===== config.mk =====
export PLATFORM = sky130hd
export DESIGN_NAME = player_move_ctrl
export DESIGN_NICKNAME = d
export VERILOG_FILES = /design/src/rtl/game_pkg.sv /design/src/rtl/btn_debounce.sv /design/src/rtl/player_move_ctrl.sv
export SDC_FILE = /design/constraint.sdc
export NUM_CORES = 1
export LEC_CHECK = 0
export ABC_CLOCK_PERIOD_IN_PS = 2710
export CORE_ASPECT_RATIO = 1.2
export CORE_MARGIN = 3
export CORE_UTILIZATION = 65
export CTS_BUF_LIST = sky130_fd_sc_hd__clkbuf_16
export DETAILED_ROUTE_END_ITERATION = 8
export PLACE_DENSITY = 0.82
export SLEW_MARGIN = 10
export SYNTH_ARGS = -nofsm -noshare
export SYNTH_HDL_FRONTEND = slang
export SYNTH_HIERARCHICAL = 1
export SYNTH_SLANG_ARGS = --single-unit
export TNS_END_PERCENT = 1

===== constraint.sdc =====
create_clock -name clk -period 2.71 [get_ports clk]
set_input_delay 0.271 -clock clk [delete_from_list [all_inputs] [get_ports clk]]
set_output_delay 0.271 -clock clk [all_outputs]
set_load 0.02 [all_outputs]

===== src/rtl/game_pkg.sv =====
// game_pkg: shared direction and movement-FSM state types for the game grid logic.
package game_pkg;
  typedef enum logic [2:0] {DIR_NONE, DIR_UP, DIR_DOWN, DIR_RIGHT, DIR_LEFT} dir_t;
  typedef enum logic [1:0] {IDLE, PEND, APPLY, WAIT_REL} state_t;
endpackage


===== src/rtl/btn_debounce.sv =====
// btn_debounce: 2-flop synchroniser plus stability counter producing a debounced level.
module btn_debounce #(
  parameter int DEBOUNCE_CYCLES = 250000
) (
  input  logic clk,
  input  logic rst_n,
  input  logic btn_i,
  output logic level_o
);
  localparam int CW = $clog2(DEBOUNCE_CYCLES);
  logic [1:0] sync_q;
  logic [CW-1:0] cnt_q, cnt_d;
  logic level_q, level_d, diff, done;
  // Count only while the synchronised input disagrees with the accepted level.
  always_comb begin
    diff = sync_q[1] ^ level_q;
    done = diff && (cnt_q == CW'(DEBOUNCE_CYCLES - 1));
    cnt_d = (diff && !done) ? cnt_q + 1'b1 : '0;
    level_d = done ? sync_q[1] : level_q;
  end
  always_ff @(posedge clk or negedge rst_n) begin
    if (!rst_n) begin
      sync_q <= '0;
      cnt_q <= '0;
      level_q <= 1'b0;
    end else begin
      sync_q <= {sync_q[0], btn_i};
      cnt_q <= cnt_d;
      level_q <= level_d;
    end
  end
  assign level_o = level_q;
endmodule


===== src/rtl/player_move_ctrl.sv =====
// player_move_ctrl: debounced, arbitrated, frame-synchronous player grid movement.
// Define PLAYER_WRAP_EN to make edge moves wrap instead of saturate.
module player_move_ctrl
  import game_pkg::*;
#(
  parameter int GRID_W = 2,
  parameter int GRID_H = 2,
  parameter int X_START = 0,
  parameter int Y_START = 0,
  parameter int DEBOUNCE_CYCLES = 250000,
  localparam int XW = (GRID_W > 2) ? $clog2(GRID_W) : 1,
  localparam int YW = (GRID_H > 2) ? $clog2(GRID_H) : 1
) (
  input  logic clk,
  input  logic rst_n,
  input  logic btn_up,
  input  logic btn_down,
  input  logic btn_right,
  input  logic btn_left,
  input  logic frame_tick,
  output logic [XW-1:0] pos_x,
  output logic [YW-1:0] pos_y,
  output logic moved,
  output dir_t move_dir
);
  localparam logic [XW-1:0] XMAX = XW'(GRID_W - 1);
  localparam logic [YW-1:0] YMAX = YW'(GRID_H - 1);
  logic [3:0] btn, lvl, lvl_q, press;
  state_t state_q, state_d;
  dir_t dir_q, dir_d, press_dir;
  logic [XW-1:0] pos_x_q, pos_x_d, x_inc, x_dec;
  logic [YW-1:0] pos_y_q, pos_y_d, y_inc, y_dec;
  logic apply;
  assign btn = {btn_up, btn_down, btn_right, btn_left};
  for (genvar i = 0; i < 4; i++) begin : g_db
    btn_debounce #(.DEBOUNCE_CYCLES(DEBOUNCE_CYCLES)) u_db (
      .clk(clk),
      .rst_n(rst_n),
      .btn_i(btn[i]),
      .level_o(lvl[i])
    );
  end
  always_comb begin
    press = lvl & ~lvl_q;
    press_dir = press[3] ? DIR_UP : press[2] ? DIR_DOWN : press[1] ? DIR_RIGHT :
                press[0] ? DIR_LEFT : DIR_NONE;
  end
  always_ff @(posedge clk or negedge rst_n) begin
    if (!rst_n) state_q <= IDLE;
    else state_q <= state_d;
  end
  always_comb begin
    state_d = state_q;
    dir_d = dir_q;
    unique case (state_q)
      IDLE: if (press_dir != DIR_NONE) begin
        state_d = PEND;
        dir_d = press_dir;
      end
      PEND: state_d = frame_tick ? APPLY : PEND;
      APPLY: state_d = WAIT_REL;
      WAIT_REL: state_d = (lvl == 4'b0) ? IDLE : WAIT_REL;
      default: state_d = IDLE;
    endcase
  end
  always_comb begin
    moved = state_q == APPLY;
    move_dir = moved ? dir_q : DIR_NONE;
  end
  // Position is registered on the tick so it changes in the same cycle moved is high.
  always_comb begin
    apply = (state_q == PEND) && frame_tick;
`ifdef PLAYER_WRAP_EN
    x_inc = (pos_x_q == XMAX) ? '0 : pos_x_q + 1'b1;
    x_dec = (pos_x_q == '0) ? XMAX : pos_x_q - 1'b1;
    y_inc = (pos_y_q == YMAX) ? '0 : pos_y_q + 1'b1;
    y_dec = (pos_y_q == '0) ? YMAX : pos_y_q - 1'b1;
`else
    x_inc = (pos_x_q == XMAX) ? pos_x_q : pos_x_q + 1'b1;
    x_dec = (pos_x_q == '0) ? pos_x_q : pos_x_q - 1'b1;
    y_inc = (pos_y_q == YMAX) ? pos_y_q : pos_y_q + 1'b1;
    y_dec = (pos_y_q == '0) ? pos_y_q : pos_y_q - 1'b1;
`endif
    pos_x_d = !apply ? pos_x_q : (dir_q == DIR_RIGHT) ? x_inc : (dir_q == DIR_LEFT) ? x_dec : pos_x_q;
    pos_y_d = !apply ? pos_y_q : (dir_q == DIR_UP) ? y_inc : (dir_q == DIR_DOWN) ? y_dec : pos_y_q;
  end
  always_ff @(posedge clk or negedge rst_n) begin
    if (!rst_n) begin
      dir_q <= DIR_NONE;
      lvl_q <= '0;
      pos_x_q <= XW'(X_START);
      pos_y_q <= YW'(Y_START);
    end else begin
      dir_q <= dir_d;
      lvl_q <= lvl;
      pos_x_q <= pos_x_d;
      pos_y_q <= pos_y_d;
    end
  end
  assign pos_x = pos_x_q;
  assign pos_y = pos_y_q;
endmodule


# After elaboration in Yosys (flattened, before gate mapping)
# Cells that the tools add are included.
[word_totals]
reg_bits = 95
output_inout_bits = 6
elab_cells = 85
[classes]
addsub = 8
n_eq_ne = 12
n_mux = 21
n_reduce_logical = 21
bitwise_logic = 6
[ops]
columns = ["cell", "n"]
rows = [
  ["$add 18x1->18 const B", 4],
  ["$eq 18x18->1 const B", 4],
  ["$mux 18", 4],
  ["$mux 3", 5],
  ["$logic_and 1x1->1", 9],
  ["$mux 1", 8],
  ["$pmux 2 s4", 1],
  ["$eq 3x2->1 const B", 2],
  ["$mux 2", 3],
  ["$reduce_and 2->1", 3],
  ["$and 4x4->4", 1],
  ["$eq 2x2->1 const B", 2],
  ["$logic_not 1->1", 4],
  ["$logic_not 4->1", 1],
  ["$not 4->4", 1],
  ["$reduce_bool 2->1", 2],
  ["$xor 1x1->1", 4],
  ["$eq 3x1->1 const B", 1],
  ["$eq 3x3->1 const B", 1],
  ["$reduce_bool 3->1", 1],
  ["$add 1x1->1 const B", 2],
  ["$eq 2x1->1 const B", 1],
  ["$logic_not 2->1", 1],
  ["$ne 2x2->1 const B", 1],
  ["$sub 1x1->1 const B", 2],
]

# Longest topological paths before layout
[logic_depth]
ltp_word = 9
ltp_mapped = 6
mapped_depth_nobuf = 5

# Cells and area by module
# Netlist, hierarchy kept.
[modules_own_cells]
columns = ["module", "cells_each", "instances", "seq_area_each_um2", "area_per_inst_um2"]
rows = [
  ["btn_debounce (g_db[0].u_db ...)", 97, 3, 525.5, 1044.8],
  ["btn_debounce (g_db[2].u_db)", 96, 1, 525.5, 1006.0],
  ["player_move_ctrl", 48, 1, 275.3, 499.2],
]

# Worst setup path before layout
# OpenSTA, ideal clock, no wires.
[synth_path]
path_kind = "register to register"
start = "register g_db[2].u_db.cnt_q[0]"
end = "register g_db[2].u_db.cnt_q[10]"
path_stages_with_launch = 6
arrival_ps = 1693
setup_ps = 121
setup_slack_ps = 896
cell_sequence = "dfrtp_1 -> ha_1 -> nand3_1 -> o41ai_4 -> buf_2 -> nor2_1"
[synth_between]
elab_chain_len = 5
word_cells_on_any_way = 6
cone_classes = "add/sub (1); eq/ne (1); mux (1); reduce/logical (3)"
[synth_lines]
columns = ["element", "line_no", "text"]
rows = [
  ["from (decl)", "btn_debounce.sv:12", "logic [CW-1:0] cnt_q, cnt_d;"],
  ["from (signal assigned)", "btn_debounce.sv:28", "cnt_q <= cnt_d;"],
  ["parallel branches: the longest is 4 deep, another holds $add 18x1->18", "-", ""],
  ["$mux 18 *", "btn_debounce.sv:18", "cnt_d = (diff && !done) ? cnt_q + 1'b1 : '0;"],
  ["named net g_db[2].u_db.cnt_d[10]", "btn_debounce.sv:12", ""],
]
# Mark *: on every way through the listed nets, which the timed path passes.
# A chain may end at the register's enable or synchronous reset.

# Worst setup path after layout
[layout_path]
start = "register g_db[2].u_db.cnt_q[0]"
end = "register g_db[2].u_db.cnt_q[7]"
# Same word-level chain as after synthesis.

==> run summary <==
Worst EP required -> 2.93 ns
Final Skew -> 0.00602 ns
Slew Viols, Final -> 0
outcome -> finished, final reports clean
crit path launch type -> flip-flop
number of synthesized flops with an enable pin -> 0
clock tree buffer depth -> 2
Hold WC Path Type -> flip-flop to flip-flop
Root Buffer -> clkbuf_16
Netlist cell types -> 49
setup TNS -> 0 ns
WS Path Type -> flip-flop to flip-flop
vias in the first global route -> 3297
initial antenna violation count -> 0
# IOs -> 13
Worst-path clk slew -> 0.07 ns
# Max-Cap Violations -> 0
GP Congestion -> 0.834
Final Hold Vio Count -> 0
routed wire length -> 8220 µm
RSZ-0062 raised after global routing -> false
drt wl/cell -> 15.0 µm
H-tree depth -> 3
post-route minimum period -> 2.04 ns
share of flip-flops with an asynchronous set or reset -> 1.00
gr usage total -> 0.220
ANT nets after route -> 0
die width -> 83.1 µm
largest net degree at the start of global routing -> 54
LEAKAGE -> 2.19 nW
area grow syn2layout -> 10.6%
TritonCTS clock tree -> built
drt via density -> 6.02
dpl hpwl -> 5520 µm
Initial Utilization -> 0.673
FF+latch count, synth -> 95
Die Height -> 98.6 µm
Critical Path Source -> g_db[2].u_db/cnt_q[0]
met1 GRT Util -> 0.271
worst-margin pin slew -> 0.729 ns
Syn Nets -> 446
VDD IR max -> 0.353 mV
CTS sink cnt -> 95
Post-Syn Instances -> 435
CP Capture Type -> flip-flop
r2r setup slk -> 0.67 ns
I/O Buffers -> 12
die area -> 8190 µm²
met3 usage -> 0.0410
Detailed Route Iter0 Violations -> 112
GRT overflow -> 0
Top Usage Layer GRT -> met2
# hold bufs at CTS -> 1
via count -> 3300
first-pass detailed-route iteration total -> 4
first-pass GRT wire length -> 14800 µm
fmax -> 490 MHz
CTS buffer count -> 9
number of setup buffers added after CTS -> 0
Syn Area/Cell -> 10.7 µm²
PwrDens -> 549 nW/µm²
Post-synth top flop -> dfrtp_1
worst-skew pair later-pin latency -> 0.34 ns
total core area -> 6900 µm²
GRT met2 Usage -> 0.383
hold_sp -> g_db[3].u_db/sync_q[0]
post-route cell area -> 5130 µm²
Relative slew margins -> 0.514
sequential element share of the synthesized area -> 0.512
Placed Area -> 4820 µm²
Final nets -> 467
# diodes -> 0
Reg-to-Reg Start -> g_db[2].u_db/cnt_q[0]
CTS resizes -> 0
Syn Std Cell Area -> 4640 µm²
layout cells sized above 1 -> 0.132
crit path DAT -> 2.27 ns
endpoints failing setup -> 0
DRC viols -> 0
final period utilization -> 0.754
worst-path fanout max -> 10
warnings from Yosys -> 6
Core Rows -> 33
-- Yosys cell counts, types with 7 or more instances --
master,instances,area share
a21oi_1,22,0.024
dfrtp_1,95,0.51
or3_1,7,0.0094
xnor2_1,19,0.036
or4_1,12,0.019
o31ai_1,12,0.019
nand2_1,19,0.015
nor2_1,60,0.049
xor2_1,30,0.057
and4_4,9,0.022
nand3_1,26,0.028
inv_1,8,0.0065
o21ai_0,11,0.012
nor4_1,9,0.012
nand4_1,16,0.022
-- metrics by stage --
stage	total power, mW	instances	worst slack [ns]	utilization	hold WS, ns
after CTS	2.84	548	0.669	0.744	0.349
final	2.82	548	0.667	0.744	0.348
after detailed placement	1.57	531	0.677	0.698	0.335
after floorplan	1.52	435	0.896	-	-0.0246
after global placement	1.57	531	0.751	0.698	0.334
after global routing	2.90	548	0.460	0.744	0.357
-- placed cells by master, fill, tap and decap left out, types with 4 or more instances in the layout --
cell,instances
a21oi_1,22
and2_1,4
and3_2,6
and4_4,9
buf_4,5
clkbuf_16,9
clkdlybuf4s50_1,11
dfrtp_1,95
ha_1,4
inv_1,8
mux2_2,4
nand2_1,19
nand2b_1,4
nand3_1,26
nand4_1,16
nor2_1,60
nor3_1,4
nor4_1,9
nor4b_1,4
o21ai_0,11
o31ai_1,12
or3_1,7
or4_1,12
xnor2_1,19
xor2_1,30
-- registers in the layout, indices dropped and copies added, names as in the netlist --
name,flops
pos_y,1
dir_q,3
lvl_q,4
g_db.u_db/level_o,4
state_q,2
pos_x,1
g_db.u_db/sync_q,8
g_db.u_db/cnt_q,72
-- routing by layer --
layer | vias to the layer above | part of all wire
met5 | - | 0
met4 | 0 | 0.017
met3 | 10 | 0.021
met2 | 34 | 0.50
met1 | 1636 | 0.46
li1 | 1620 | -
-- worst max-delay path, stage by stage (launching register included) --
cell     delay (ns)
dfrtp_1        0.39
ha_1           0.20
nand3_1        0.31
o41ai_4        0.68
buf_4          0.27
nor2_1         0.07
-- path summary, 6_finish.rpt --
kind / to / cells after the start
max: g_db[2].u_db/cnt_q[7] / 5
min: g_db[3].u_db/sync_q[1] / 0
max reg2reg: g_db[2].u_db/cnt_q[7] / 5
min reg2reg: g_db[3].u_db/sync_q[1] / 0
max in group asynchronous: g_db[0].u_db/cnt_q[1] / 3
min in group asynchronous: g_db[0].u_db/cnt_q[14] / 2
-- cell type report --
type / count / area (µm²)
sequential: 95 / 2380
multi-input combinational: 325 / 2150
inverter: 8 / 30.0
fill: 464 / 1760
clock inverter: 7 / 80.1
timing repair buffer: 17 / 158
clock buffer: 9 / 225
tap: 87 / 109
-- kinds of logic (layout without fill, tap and decap cells) --
| kind of cell | after synthesis | count (layout) | synth area share |
|---|---|---|---|
| xor+xnor | 49 | 49 | 0.0925 |
| fa+ha+maj | 4 | 4 | 0.0108 |
| compound gates | 58 | 58 | 0.0804 |
| mux | 4 | 4 | 0.00971 |
| flops | 95 | 95 | 0.512 |
| simple gates | 210 | 210 | 0.270 |
| buf+inv | 15 | 41 | 0.0237 |
-- power by group --
| part | internal [mW] | switching [mW] |
|---|---|---|
| Combinational | 0.0288 | 0.0583 |
| Clock | 0.724 | 0.548 |
| Sequential | 1.44 | 0.0179 |
No activity file was read; power rests on OpenSTA's default activity.
